`config.mk`:
```
export PLATFORM = sky130hd
export DESIGN_NAME = counter_ctrl
export DESIGN_NICKNAME = d
export VERILOG_FILES = /design/src/rtl/counter_pkg.sv /design/src/rtl/counter_ctrl_counter.sv /design/src/rtl/counter_ctrl_reg.sv /design/src/rtl/counter_ctrl.sv
export SDC_FILE = /design/constraint.sdc
export NUM_CORES = 1
export LEC_CHECK = 0
export BUFFER_PORTS_ARGS = -buffer_cell sky130_fd_sc_hd__buf_4
export CAP_MARGIN = 20
export CORE_MARGIN = 2
export CORE_UTILIZATION = 40
export DETAILED_ROUTE_END_ITERATION = 16
export PLACE_DENSITY_LB_ADDON = 0.12
export SYNTH_ARGS = -nofsm -noshare
export SYNTH_HDL_FRONTEND = slang
export SYNTH_SLANG_ARGS = --single-unit
```
`constraint.sdc`:
```
create_clock -name clk -period 2.2 [get_ports clk]
set_input_delay 0.33 -clock clk [delete_from_list [all_inputs] [get_ports clk]]
set_output_delay 0.33 -clock clk [all_outputs]
set_load 0.005 [all_outputs]
```
`src/rtl/counter_pkg.sv`:
```
// Shared CSR address map, mcountinhibit bit indices and address decode helper
// for the performance-counter block.
package counter_pkg;

  localparam logic [11:0] CSR_MCYCLE        = 12'hB00;
  localparam logic [11:0] CSR_MCYCLEH       = 12'hB80;
  localparam logic [11:0] CSR_MINSTRET      = 12'hB02;
  localparam logic [11:0] CSR_MINSTRETH     = 12'hB82;
  localparam logic [11:0] CSR_CYCLE         = 12'hC00;
  localparam logic [11:0] CSR_CYCLEH        = 12'hC80;
  localparam logic [11:0] CSR_INSTRET       = 12'hC02;
  localparam logic [11:0] CSR_INSTRETH      = 12'hC82;
  localparam logic [11:0] CSR_MCOUNTINHIBIT = 12'h320;

  localparam int CY_BIT = 0;
  localparam int IR_BIT = 1;

  typedef enum logic [3:0] {
    SEL_NONE,
    SEL_MCYCLE,
    SEL_MCYCLEH,
    SEL_MINSTRET,
    SEL_MINSTRETH,
    SEL_CYCLE,
    SEL_CYCLEH,
    SEL_INSTRET,
    SEL_INSTRETH,
    SEL_INHIBIT
  } csr_sel_e;

  function automatic csr_sel_e csr_decode(input logic [11:0] addr);
    csr_sel_e sel;
    case (addr)
      CSR_MCYCLE:        sel = SEL_MCYCLE;
      CSR_MCYCLEH:       sel = SEL_MCYCLEH;
      CSR_MINSTRET:      sel = SEL_MINSTRET;
      CSR_MINSTRETH:     sel = SEL_MINSTRETH;
      CSR_CYCLE:         sel = SEL_CYCLE;
      CSR_CYCLEH:        sel = SEL_CYCLEH;
      CSR_INSTRET:       sel = SEL_INSTRET;
      CSR_INSTRETH:      sel = SEL_INSTRETH;
      CSR_MCOUNTINHIBIT: sel = SEL_INHIBIT;
      default:           sel = SEL_NONE;
    endcase
    return sel;
  endfunction

  function automatic logic is_alias(input csr_sel_e sel);
    return (sel == SEL_CYCLE) || (sel == SEL_CYCLEH) ||
           (sel == SEL_INSTRET) || (sel == SEL_INSTRETH);
  endfunction

endpackage

```
`src/rtl/counter_ctrl_counter.sv`:
```
// One counter half: write beats increment; carry flags an increment out of all-ones.
module counter_ctrl_counter #(
  parameter int W = 32
) (
  input  logic         clk,
  input  logic         reset,
  input  logic         we,
  input  logic [W-1:0] wd,
  input  logic         enable,
  output logic [W-1:0] q,
  output logic         carry
);

  localparam logic [W-1:0] ONE = {{(W-1){1'b0}}, 1'b1};

  always_ff @(posedge clk) begin
    if (reset)       q <= '0;
    else if (we)     q <= wd;
    else if (enable) q <= q + ONE;
  end

  // A write overrides the increment, so no carry leaves this half that cycle.
  assign carry = enable && !we && (&q);

endmodule

```
`src/rtl/counter_ctrl_reg.sv`:
```
// Plain W-bit register with synchronous reset to RST_VAL and write enable.
module counter_ctrl_reg #(
  parameter int             W       = 2,
  parameter logic [W-1:0]   RST_VAL = '0
) (
  input  logic         clk,
  input  logic         reset,
  input  logic         we,
  input  logic [W-1:0] wd,
  output logic [W-1:0] q
);

  always_ff @(posedge clk) begin
    if (reset)   q <= RST_VAL;
    else if (we) q <= wd;
  end

endmodule

```
`src/rtl/counter_ctrl.sv`:
```
// Cycle/instret counters with CSR access; mcountinhibit exists only when
// COUNTER_INHIBIT_EN is defined, otherwise 0x320 reads 0 and counting is free-running.
module counter_ctrl
  import counter_pkg::*;
#(
  parameter int         XLEN        = 32,
  parameter logic [1:0] INHIBIT_RST = 2'b00
) (
  input  logic            clk,
  input  logic            reset,
  input  logic            retire,
  input  logic [11:0]     csr_addr,
  input  logic            csr_we,
  input  logic [XLEN-1:0] csr_wd,
  output logic [XLEN-1:0] csr_rd,
  output logic            csr_hit,
  output logic            csr_illegal
);

  csr_sel_e        sel;
  logic [1:0]      inhibit;
  logic [XLEN-1:0] cycle_lo, cycle_hi, instret_lo, instret_hi;
  logic            cycle_carry, instret_carry;
  logic            unused_cycle_wrap, unused_instret_wrap;

  assign sel = csr_decode(csr_addr);

`ifdef COUNTER_INHIBIT_EN
  counter_ctrl_reg #(.W(2), .RST_VAL(INHIBIT_RST)) u_inhibit (
    .clk   (clk),
    .reset (reset),
    .we    (csr_we && (sel == SEL_INHIBIT)),
    .wd    (csr_wd[1:0]),
    .q     (inhibit)
  );
`else
  logic unused_inhibit_rst;
  assign unused_inhibit_rst = ^INHIBIT_RST;
  assign inhibit = 2'b00;
`endif

  counter_ctrl_counter #(.W(XLEN)) u_cycle_lo (
    .clk    (clk),
    .reset  (reset),
    .we     (csr_we && (sel == SEL_MCYCLE)),
    .wd     (csr_wd),
    .enable (!inhibit[CY_BIT]),
    .q      (cycle_lo),
    .carry  (cycle_carry)
  );

  counter_ctrl_counter #(.W(XLEN)) u_cycle_hi (
    .clk    (clk),
    .reset  (reset),
    .we     (csr_we && (sel == SEL_MCYCLEH)),
    .wd     (csr_wd),
    .enable (cycle_carry),
    .q      (cycle_hi),
    .carry  (unused_cycle_wrap)
  );

  counter_ctrl_counter #(.W(XLEN)) u_instret_lo (
    .clk    (clk),
    .reset  (reset),
    .we     (csr_we && (sel == SEL_MINSTRET)),
    .wd     (csr_wd),
    .enable (retire && !inhibit[IR_BIT]),
    .q      (instret_lo),
    .carry  (instret_carry)
  );

  counter_ctrl_counter #(.W(XLEN)) u_instret_hi (
    .clk    (clk),
    .reset  (reset),
    .we     (csr_we && (sel == SEL_MINSTRETH)),
    .wd     (csr_wd),
    .enable (instret_carry),
    .q      (instret_hi),
    .carry  (unused_instret_wrap)
  );

  always_comb begin
    csr_rd  = '0;
    csr_hit = 1'b1;
    case (sel)
      SEL_MCYCLE,    SEL_CYCLE:    csr_rd = cycle_lo;
      SEL_MCYCLEH,   SEL_CYCLEH:   csr_rd = cycle_hi;
      SEL_MINSTRET,  SEL_INSTRET:  csr_rd = instret_lo;
      SEL_MINSTRETH, SEL_INSTRETH: csr_rd = instret_hi;
      SEL_INHIBIT:                 csr_rd = XLEN'(inhibit);
      default:                     csr_hit = 1'b0;
    endcase
  end

  assign csr_illegal = csr_we && is_alias(sel);

endmodule

```
# Yosys cells after proc, flatten, opt, wreduce, memory -nomap -nowiden
# Index checks and enable logic that the tools add are counted.
# totals
regBits	128
out_inout_bits	34
elab_cells	59
# classes
add_sub_neg	4
n_eq_ne	18
n_mux	10
reduce_logical	23
# op_table
operator	count
$mux W32	7
$add A32 B1 Y32 const B	4
$pmux W32 S4	1
$eq A12 B12 Y1 const B	8
$reduce_and A32 Y1	2
$pmux W4 S9	1
$eq A4 B3 Y1 const B	4
$eq A12 B10 Y1 const B	1
$reduce_or A9 Y1	1
$eq A4 B2 Y1 const B	2
$eq A4 B4 Y1 const B	2
$logic_and A1 B1 Y1	8
$reduce_or A2 Y1	4
$reduce_bool A2 Y1	3
$eq A4 B1 Y1 const B	1
$logic_or A1 B1 Y1	3
$logic_not A1 Y1	2
$mux W1	1

# Depth between registers and ports, before layout
# Gate-level depths: netlist of run 1.
# logic_depth
depth_word	9
ltp_mapped	10
mapped_depth_nobuf	7

# Modules after synthesis
# From an unflattened synthesis of run 1, not the netlist that was laid out.
# hier_totals
hier_cells	1216
hier_area_um2	9816.9
# by_module_without_submodules
mod	instances	cells_each	area_each_um2	seq_area_each_um2
counter_ctrl_counter	4	260	2100.8	640.6
counter_ctrl	1	176	1413.9	0.0

# Worst setup path before layout of run 1
# OpenSTA, ideal clock, no wires.
# synth_timing
path_type	input to register
startpoint	input port csr_addr[1]
endpoint	register u_instret_hi.q[1]
arrival_time_ns	2.181
path_slack_ns	-0.098
stages	8
path_buffers	2
path_cell_list	buf_2 nor4b_4 o21ai_2 and4_4 clkbuf_1 or4_4 mux2_4 a22o_1
# synth_via
elab_chain_len	8
word_cells_on_any_way	19
cone_classes	eq/ne (11); mux (2); reduce/logical (6)
# synth_lines
item	line	source
start, declared	counter_ctrl.sv:12	input logic [11:0] csr_addr,
$eq A12 B10 Y1 or $eq A12 B12 Y1 (tied branches)	counter_pkg.sv:33	case (addr)
$pmux W4 S9 (*)	counter_pkg.sv:33	
$eq A4 B2 Y1	counter_ctrl.sv:65	.we (csr_we && (sel == SEL_MINSTRET)),
$logic_and A1 B1 Y1	counter_ctrl.sv:65	
$logic_not A1 Y1	counter_ctrl_counter.sv:23	assign carry = enable && !we && (&q);
$logic_and A1 B1 Y1 (2 in a row)	counter_ctrl_counter.sv:23	
$reduce_bool A2 Y1 (no source line)	--	
end signal, assigned	counter_ctrl_counter.sv:18	else if (we) q <= wd;
end signal, assigned	counter_ctrl_counter.sv:19	else if (enable) q <= q + ONE;
end, declared	counter_ctrl_counter.sv:10	output logic [W-1:0] q,
# Mark *: on every way between the ends. The rest lies on a longest branch, timed or not.
# A chain may end at the register's enable or synchronous reset.

# Worst setup path in the final report of run 1
# layout_timing
startpoint	input port csr_addr[9]
endpoint	output port csr_rd[31]
# layout_via
elab_chain_len	5
word_cells_on_any_way	23
cone_classes	eq/ne (17); mux (2); reduce/logical (4)
# layout_lines
item	line	source
$eq A12 B10 Y1 or $eq A12 B12 Y1 (tied branches)	counter_pkg.sv:33	
$pmux W4 S9 (*)	counter_pkg.sv:33	
$eq A4 B3 Y1 (tied with other cells)	counter_ctrl.sv:85	case (sel)
$reduce_or A2 Y1	counter_ctrl.sv:85	
$pmux W32 S4 (*)	counter_ctrl.sv:85	
end, declared	counter_ctrl.sv:15	output logic [XLEN-1:0] csr_rd,
# Marks and branches as above.

==> metrics, run 1 <==
Hold/Removal Path Class in2reg; async set or reset register ratio after synthesis 0; Mean Syn Cell Area between 8 and 9 sq um; Tmin final 2150 ps; Storage cell area roughly 2600 sq um; Netlist cell types 70; GRT busiest layer met2; diode count 0; Synth Net Count ~1,100; max_cap viols 0; RSZ-0062 raised after global routing true; Routed Antenna Nets 0; synth warn 0; Max IR drop VDD 0.383 mV; final hold viol count 0; fraction of the mapped netlist area in adder cells 0.00600; post-synthesis mux area share 0.0444; Synth Instances a little over 1,000; worst slew pin tran around 530 ps; Setup-failing EPs final 0; arrival time at the worst endpoint around 1800 ps; core area between 20,000 and 25,000 sq um; vias in the first global route approximately 8,500; Synth top cells by count dfxtp_1 (128), nand2_1 (115), nor2_1 (109); largest net degree at the start of global routing 65; CTS tree yes; initial DRC count between 700 and 800; row count between 50 and 60; gp weighted congestion roughly 0.9; clock latency on the worst-skew pair roughly 430 ps; Clock Sinks roughly 130; Required @ worst endpoint between 1500 and 2000 ps; via-per-instance ratio ~5.8; Global Route Usage Sum 0.279; layout net count between 1,000 and 1,500; Total Wirelength about 31,000 microns; worst setup path category in2out; CP Capture Type output port; die height between 100 and 150 microns; initial antenna violation count 0; static leakage 4.47 nW; GR Util met1 0.379; Tot Pwr 0.00608 W; Placed Area roughly 11,000 sq um; number of synthesized register bits about 130; top cells by area, synth dfxtp_1 (31%), xor2_1 (5.9%), a211oi_1 (5.6%), nand2_1 (5.2%), nor2_1 (4.9%); I/O Pins between 80 and 90; IO buf count 81; DIE AREA approximately 22,000 sq um; crit start category primary input; H-tree lvl count 4; post-synthesis xor/xnor area fraction 0.0987; via count around 9,000; largest family of logic cells by synthesized area simple AND/OR/NAND/NOR gates; initial core utilization 0.410; grt met2 use 0.450; detailed-route wire length per cell about 20 microns; Synth Area in Compound Gates 0.208; Clock Pin Slew Worst Setup and Hold Paths about 60 ps; first-pass GRT wire length 47,800 microns; Synth Flop Type dfxtp_1; DRC viols 0; hold_buf cts 0; hpwl dp 22,100 microns; sequential share of the synthesized area 0.307; PD cells about 500 nW/um^2; die extent in x between 100 and 150 microns; Final Instance Area ~12,000 sq um; most common cell in the netlist dfxtp_1; largest area contributor in the netlist dfxtp_1; Post-synth EDFFs 0; Max Clock Skew between 10 and 15 ps; Period Utilization, post-route 0.978; Detailed Routing Iterations Pass 1 5; CTS Buffer Depth 2; Slew HR 0.644; largest fanout on the critical path 8; fraction of final layout cells sized beyond drive strength 1 0.344; synthesis-to-finish area growth 41.4%; GRT Residual Overflow 0; GRT met3 Usage 0.0534; area of the multi-input gates around 6000 sq um; outcome complete, no violations; top cell type's share of synthesized area 0.307; clock root cell clkbuf_16; fillers approximately 1,800; mapped cell area between 8000 and 9000 sq um; Max Clk Rate 0.465 GHz; Hold WS about 150 ps; Final Max Slew Viols 0; cts bufs inserted 17; post-synthesis simple-gate area fraction 0.296
-- cells by family after synthesis --
kind of cell | after synthesis
buffers and inverters | 81
adder cells (fa/ha/maj) | 4
flip-flops | 128
AO/OA/AOI/OAI | 235
multiplexers | 34
XOR/XNOR | 94
AND/OR/NAND/NOR | 462
-- worst max-delay path: stages --
cell	delay [ps]
buf_8	100
nor3b_4	230
o21ai_1	100
buf_4	150
buf_4	140
nor2_4	100
buf_6	140
buf_12	140
nand2_1	90
o21ai_2	90
buf_4	130
buf_4	90
-- power by group --
part,switching [W],leakage (nW),internal (W)
clock,0.00113,0.341,0.00228
sequential,0.00000964,1.04,0.00233
combinational,0.000185,3.09,0.000139
total,0.00133,4.47,0.00475
-- area by class of cell --
cell class	count	share of cell area
inverters	17	0.00541
clock buffers	24	0.0425
multi-input cells	829	0.494
repair buffers	272	0.193
well taps	270	0.0286
clock inverters	8	0.0168
flip-flops and latches	128	0.220
-- per-stage QoR --
step / std cells / util / TNS, ps / setup WS (ps)
floorplan: 1038 / - / -16.0 / -16.0
global placement: 1500 / 0.516 / -2360 / -128
detailed placement: 1500 / 0.516 / -2530 / -160
CTS: 1534 / 0.555 / 0 / 3.48
global route: 1548 / 0.579 / -121 / -24.6
finish: 1548 / 0.579 / 0 / 48.4
-- state kept, by name (all words and copies together), names as in the netlist --
register / count
u_instret_lo.q: 32
u_cycle_hi.q: 32
u_cycle_lo.q: 32
u_instret_hi.q: 32
-- final timing paths --
path         slack [ps]  depth (start not counted)          endpoint              from
min reg2reg         520                          1  u_cycle_hi.q[31]  u_cycle_hi.q[31]
min                 150                          3  u_cycle_hi.q[11]        csr_wd[11]
max reg2reg          80                          6  u_cycle_hi.q[31]  u_cycle_hi.q[13]
max                  50                         12        csr_rd[31]       csr_addr[9]
-- routing by layer --
metal,up-vias,routed length (microns)
li1,4318,-
met4,0,763
met2,314,14300
met1,4340,14000
met5,-,0
met3,51,1860
-- what timing repair did --
item | in CTS | in global routing
gates resized for setup | 28 | 90
pin swaps | 2 | 25
endpoints found under the setup margin | 38 | 71
setup buffers | 1 | 12
gates cloned | 1 | 2
-- placed cells by master (no fill, tap or decap), types with 19 or more instances in the layout --
cell / instances
buf_4: 248
nand2_1: 113
dfxtp_1: 107
nor2_1: 105
a211oi_1: 60
xor2_1: 56
nand3_1: 46
o21ai_0: 42
xnor2_1: 38
nand4_1: 35
a22o_1: 32
nor3_1: 28
a22oi_1: 27
mux2_2: 20
dfxtp_2: 20
o21ai_1: 19
clkbuf_16: 19
Note: power is estimated with default switching activity, not from simulation.
==> inputs of run 2 (changes only) <==
--- a/config.mk
+++ b/config.mk
@@ -7,9 +7,9 @@
 export LEC_CHECK = 0
 export BUFFER_PORTS_ARGS = -buffer_cell sky130_fd_sc_hd__buf_4
 export CAP_MARGIN = 20
-export CORE_MARGIN = 2
-export CORE_UTILIZATION = 40
+export CORE_UTILIZATION = 54
 export DETAILED_ROUTE_END_ITERATION = 16
+export GPL_ROUTABILITY_DRIVEN = 1
 export PLACE_DENSITY_LB_ADDON = 0.12
 export SYNTH_ARGS = -nofsm -noshare
 export SYNTH_HDL_FRONTEND = slang
==> metrics, run 2 (synthesis gave the netlist of run 1 again) <==
Total Wirelength 28,600 microns (-7.6%); Setup-failing EPs final 0 (unchanged); Post-Route Setup TNS 0 ps (unchanged); hold_buf cts 0 (unchanged); Clock Sinks 128 (unchanged); delay-heaviest family, CP simple AND/OR/NAND/NOR gates; CTS tree yes; clock root cell clkbuf_16; initial antenna violation count 0 (unchanged); Slew HR 0.672 (+0.0280); Max Clk Rate 0.460 GHz (-1.0%); post-route setup slack 25.8 ps (-22.5 ps); row count 45 (-13%); Final Instance Area 11,200 sq um (-5.4%); cts bufs inserted 17 (unchanged); fraction of final layout cells sized beyond drive strength 1 0.312 (-0.0316); crit path from u_instret_lo.q[19]; Global Route Usage Sum 0.363 (+0.0838); Routed Antenna Nets 0 (unchanged); fin util 0.737 (+0.158); Max IR drop VDD 0.531 mV (+38%); slowest stage delay, CP 360 ps (+130 ps); initial core utilization 0.551 (+0.141); static leakage 4.30 nW (-3.8%); worst slew pin tran 488 ps (-45.7 ps); I/O Pins 82 (unchanged); die height 126 microns (-15%); Hold Path Depth 3 (unchanged); IO buf count 81 (unchanged); outcome complete, no violations; worst reg-to-reg path cell count 9 (+3); diode count 0 (unchanged); Slowest cell on crit path nor4b_4; hold endpoint u_cycle_hi.q[8]; Placed Area 10,300 sq um (-1.9%); arrival time at the worst endpoint 2490 ps (+670 ps); synthesis-to-finish area growth 33.8%; DRC viols 0 (unchanged); sequence of cells on the critical path and4_1 -> nor4b_4 -> buf_4 -> nand4_1 -> buf_4 -> buf_4 -> nor3_1 -> xor2_1 -> a22o_1; hpwl dp 21,000 microns (-5.0%); largest net degree at the start of global routing 47 (-28%); worst setup path category reg2reg; Crit Reg-Reg Startpoint u_instret_lo.q[19]; layout net count 1,301 (-1.2%); RSZ-0062 raised after global routing true; Detailed Routing Iterations Pass 1 6 (+1); most common cell after layout, fill and taps aside buf_4; first-pass GRT wire length 44,800 microns (-6.4%); reg2reg setup slack 30 ps (-50 ps); Worst Hold Launch csr_wd[8]; Final Max Slew Viols 0 (unchanged); r2r endpoint u_instret_hi.q[28]; DIE AREA 16,000 sq um (-28%); most frequent cells in the layout buf_4 (243), nand2_1 (115), dfxtp_1 (111); initial DRC count 949 (+26%); core area 15,100 sq um (-26%); Clock Pin Slew Worst Setup and Hold Paths 60 ps (about the same); vias in the first global route 8,275 (-2.6%); Period Utilization, post-route 0.988 (+0.0102); die extent in x 126 microns (-15%); largest fanout on the critical path 2 (-6); clock latency on the worst-skew pair 430 ps (about the same); detailed-route wire length per cell 19.8 microns (-1.2%); worst path bufs/invs 3 (-4); GRT Residual Overflow 0 (unchanged); CTS Buffer Depth 2 (unchanged); max_cap viols 0 (unchanged); crit start category register; H-tree lvl count 4 (unchanged); Tmin final 2170 ps (+22.5 ps); via count 9,066 (+0.48%); Max Clock Skew 8.37 ps (-3.95 ps); pre-CTS WS -455 ps (-296 ps); final hold viol count 0 (unchanged); Worst path most repeated cell buf_4; Required @ worst endpoint 2520 ps (+650 ps); gp weighted congestion 0.935 (+3.9%); Hold/Removal Path Class in2reg; CP Capture Type register; via-per-instance ratio 6.26 (+7.4%); PD cells 488 nW/um^2 (-5.3%)
==> run 2: worst reg2reg max path, stage by stage (launching register included) <==
cell and delay (ps):
dfxtp_1 340, and4_1 230, nor4b_4 360, buf_4 190, nand4_1 130, buf_4 180
buf_4 140, nor3_1 220, xor2_1 100, a22o_1 180
==> run 2: worst max path at each step <==
stage                         endpoint  slack [ps]  depth (start not counted)
global placement            csr_rd[19]        -420                          9
floorplan            u_instret_hi.q[1]         -20                          7
global route        u_instret_lo.q[29]         -20                          7
finish              u_instret_hi.q[28]          30                          9
CTS                  u_instret_hi.q[1]           1                          6
detailed placement          csr_rd[20]        -460                          9
==> run 2: layer usage <==
metal	routed length, microns	GRT usage	up-vias
li1	-	-	4277
met1	12200	0.488	4307
met2	13500	0.597	428
met3	2300	0.0616	54
met4	563	0.106	0
met5	0	0	-
==> run 2: per-stage QoR <==
stage	hold WS, ps	total power, W	cells
2_1_floorplan	439	0.00250	1038
3_3_place_gp	517	0.00269	1411
3_5_place_dp	520	0.00269	1411
4_1_cts	133	0.00543	1442
5_1_grt	135	0.00556	1448
6_report	141	0.00545	1448
==> run 2: repair_timing <==
action,4_1_cts,5_1_grt
endpoints found under the setup margin,45,74
resized for setup,18,47
setup buffers,1,6
cloned,0,0
pin swaps,1,16
==> run 2: cell type report <==
type                    instances  area [sq um]
clock inverters                 5          80.1
fillers                      1191          3980
flip-flops and latches        128          2580
repair buffers                256          2060
well taps                     188           235
multi-input cells             829          5660
inverters                      17          63.8
clock buffers                  25           485
==> run 2: report_power, final <==
part	internal, W	switching [W]
sequential	0.00233	0.0000105
combinational	0.000133	0.000181
clock	0.00174	0.00105
==> inputs of run 3 (changes only) <==
--- a/config.mk
+++ b/config.mk
@@ -7,10 +7,11 @@
 export LEC_CHECK = 0
 export BUFFER_PORTS_ARGS = -buffer_cell sky130_fd_sc_hd__buf_4
 export CAP_MARGIN = 20
-export CORE_UTILIZATION = 54
+export CORE_UTILIZATION = 60
 export DETAILED_ROUTE_END_ITERATION = 16
 export GPL_ROUTABILITY_DRIVEN = 1
 export PLACE_DENSITY_LB_ADDON = 0.12
+export REMOVE_ABC_BUFFERS = 1
 export SYNTH_ARGS = -nofsm -noshare
 export SYNTH_HDL_FRONTEND = slang
 export SYNTH_SLANG_ARGS = --single-unit
==> constraint.sdc (replaced) <==
create_clock -name clk -period 2.5 [get_ports clk]
set_input_delay 0.375 -clock clk [delete_from_list [all_inputs] [get_ports clk]]
set_output_delay 0.375 -clock clk [all_outputs]
set_load 0.005 [all_outputs]
==> metrics, run 3 (synthesis gave the netlist of run 1 again) <==
outcome complete, no violations; Setup-failing EPs final 0 (unchanged); row count 42 (-6.7%); detailed-route wire length per cell 20.5 microns (+3.6%); Detailed Routing Iterations Pass 1 5 (-1); core area 13,400 sq um (-12%); final hold viol count 0 (unchanged); CP Capture Type register; Required @ worst endpoint 2810 ps (+290 ps); I/O Pins 82 (unchanged); r2r endpoint u_cycle_lo.q[31]; worst reg-to-reg path cell count 7 (-2); Slowest cell on crit path or3_1; PD cells 473 nW/um^2 (-3.1%); reg2reg setup slack 90 ps (+70 ps); Period Utilization, post-route 0.963 (-0.0251); Total Wirelength 27,300 microns (-4.6%); hpwl dp 18,800 microns (-10%); Max Clock Skew 7.64 ps (-0.734 ps); Tot Pwr 0.00478 W (-12%); largest fanout on the critical path 6 (+4); IO buf count 81 (unchanged); fraction of final layout cells sized beyond drive strength 1 0.215 (-0.0967); static leakage 3.71 nW (-14%); die height 120 microns (-5.1%); first-pass GRT wire length 42,300 microns (-5.5%); Worst Hold Launch csr_wd[8]; Hold WS 192 ps (+50.8 ps); H-tree lvl count 4 (unchanged); Hold/Removal Path Class in2reg; gp weighted congestion 0.931 (-0.35%); worst setup path category reg2reg; Max Clk Rate 0.415 GHz (-9.7%); Final Max Slew Viols 0 (unchanged); diode count 0 (unchanged); Routed Antenna Nets 0 (unchanged); Tmin final 2410 ps (+234 ps); synthesis-to-finish area growth 21.2%; vias in the first global route 7,870 (-4.9%); Crit Reg-Reg Startpoint u_cycle_lo.q[0]; fillers 1,039 (-13%); clock latency on the worst-skew pair 430 ps (about the same); worst path bufs/invs 1 (-2); Hold Path Depth 3 (unchanged); CTS tree yes; most frequent cells in the layout buf_4 (146), dfxtp_1 (128), nand2_1 (115); crit start category register; delay-heaviest family, CP simple AND/OR/NAND/NOR gates; Clock Sinks 128 (unchanged); clock root cell clkbuf_16; Setup Fix Bufs, Post-CTS 0 (-1); via count 8,813 (-2.8%); DRC viols 0 (unchanged); Max IR drop VDD 0.451 mV (-15%); sequence of cells on the critical path buf_4 -> and3_1 -> nand3_1 -> or3_1 -> nor3_2 -> xnor2_1 -> a211oi_2; initial core utilization 0.623 (+0.0717); crit path from u_cycle_lo.q[0]; Global Route Usage Sum 0.380 (+0.0174); hold_buf cts 0 (unchanged); initial antenna violation count 0 (unchanged); CTS Buffer Depth 2 (unchanged); RSZ-0062 raised after global routing true; initial DRC count 1,102 (+16%); DIE AREA 14,400 sq um (-9.8%); Slew HR 0.519 (-0.152); arrival time at the worst endpoint 2720 ps (+230 ps); cts bufs inserted 17 (unchanged); die extent in x 120 microns (-5.1%); Clock Pin Slew Worst Setup and Hold Paths 60 ps (about the same); slowest stage delay, CP 560 ps (+200 ps); via-per-instance ratio 6.61 (+5.6%); worst slew pin tran 721 ps (+232 ps); most common cell after layout, fill and taps aside buf_4; GRT Residual Overflow 0 (unchanged); max_cap viols 0 (unchanged); hold endpoint u_cycle_hi.q[8]; largest net degree at the start of global routing 58 (+23%); layout net count 1,196 (-8.1%)
## run 3: worst register-to-register path: cells and delay by family, from the launching register on
kind / cells / cell delay, ps
compound gates: 1 / 370
xor+xnor: 1 / 190
buf+inv: 1 / 130
flops: 1 / 350
simple gates: 4 / 1270
## run 3: routing by layer
| metal | share of wire | track usage | vias up |
|---|---|---|---|
| li1 | - | - | 4067 |
| met1 | 0.42 | 0.501 | 4132 |
| met2 | 0.44 | 0.585 | 534 |
| met3 | 0.097 | 0.0817 | 80 |
| met4 | 0.046 | 0.189 | 0 |
| met5 | 0 | 0 | - |
## run 3: worst max-delay path by stage
stage	endpoint	slack, ps	cells after the start
6_report	u_cycle_lo.q[31]	90	7
5_1_grt	u_instret_hi.q[31]	-50	8
4_1_cts	u_instret_hi.q[15]	70	7
3_5_place_dp	u_cycle_lo.q[31]	10	7
3_3_place_gp	u_cycle_lo.q[31]	-60	6
2_1_floorplan	u_instret_hi.q[0]	-1170	4
## run 3: what timing repair did
action                                 in CTS  in global routing
endpoints found under the hold margin       0                  0
pin swaps                                   0                  0
resized for setup                           1                  5
setup endpoints to repair                   1                 18
## run 3: per-stage QoR
step / worst slack (ps) / TNS [ps] / std cells / cell area [sq um] / util
2_1_floorplan: -1170 / -68080 / 974 / 8080 / -
3_3_place_gp: -58.8 / -58.8 / 1301 / 9500 / 0.709
6_report: 92.1 / 0 / 1333 / 10100 / 0.755
5_1_grt: -54.0 / -155 / 1333 / 10100 / 0.755
3_5_place_dp: 9.97 / 0 / 1301 / 9500 / 0.709
4_1_cts: 70.7 / 0 / 1333 / 10100 / 0.753
## run 3: cell type report
class,instances,area (sq um),area share
multi-input combinational,829,5490,0.543
sequential,128,2560,0.253
timing repair buffer,151,1200,0.118
clock buffer,21,470,0.0465
tap,176,220,0.0218
clock inverter,11,113,0.0111
inverter,17,63.8,0.00631
## run 3: where the power goes
part	internal (W)	total, W	switching, W
sequential	0.00205	0.00206	0.00000979
clock	0.00153	0.00248	0.000945
combinational	0.0000931	0.000244	0.000151
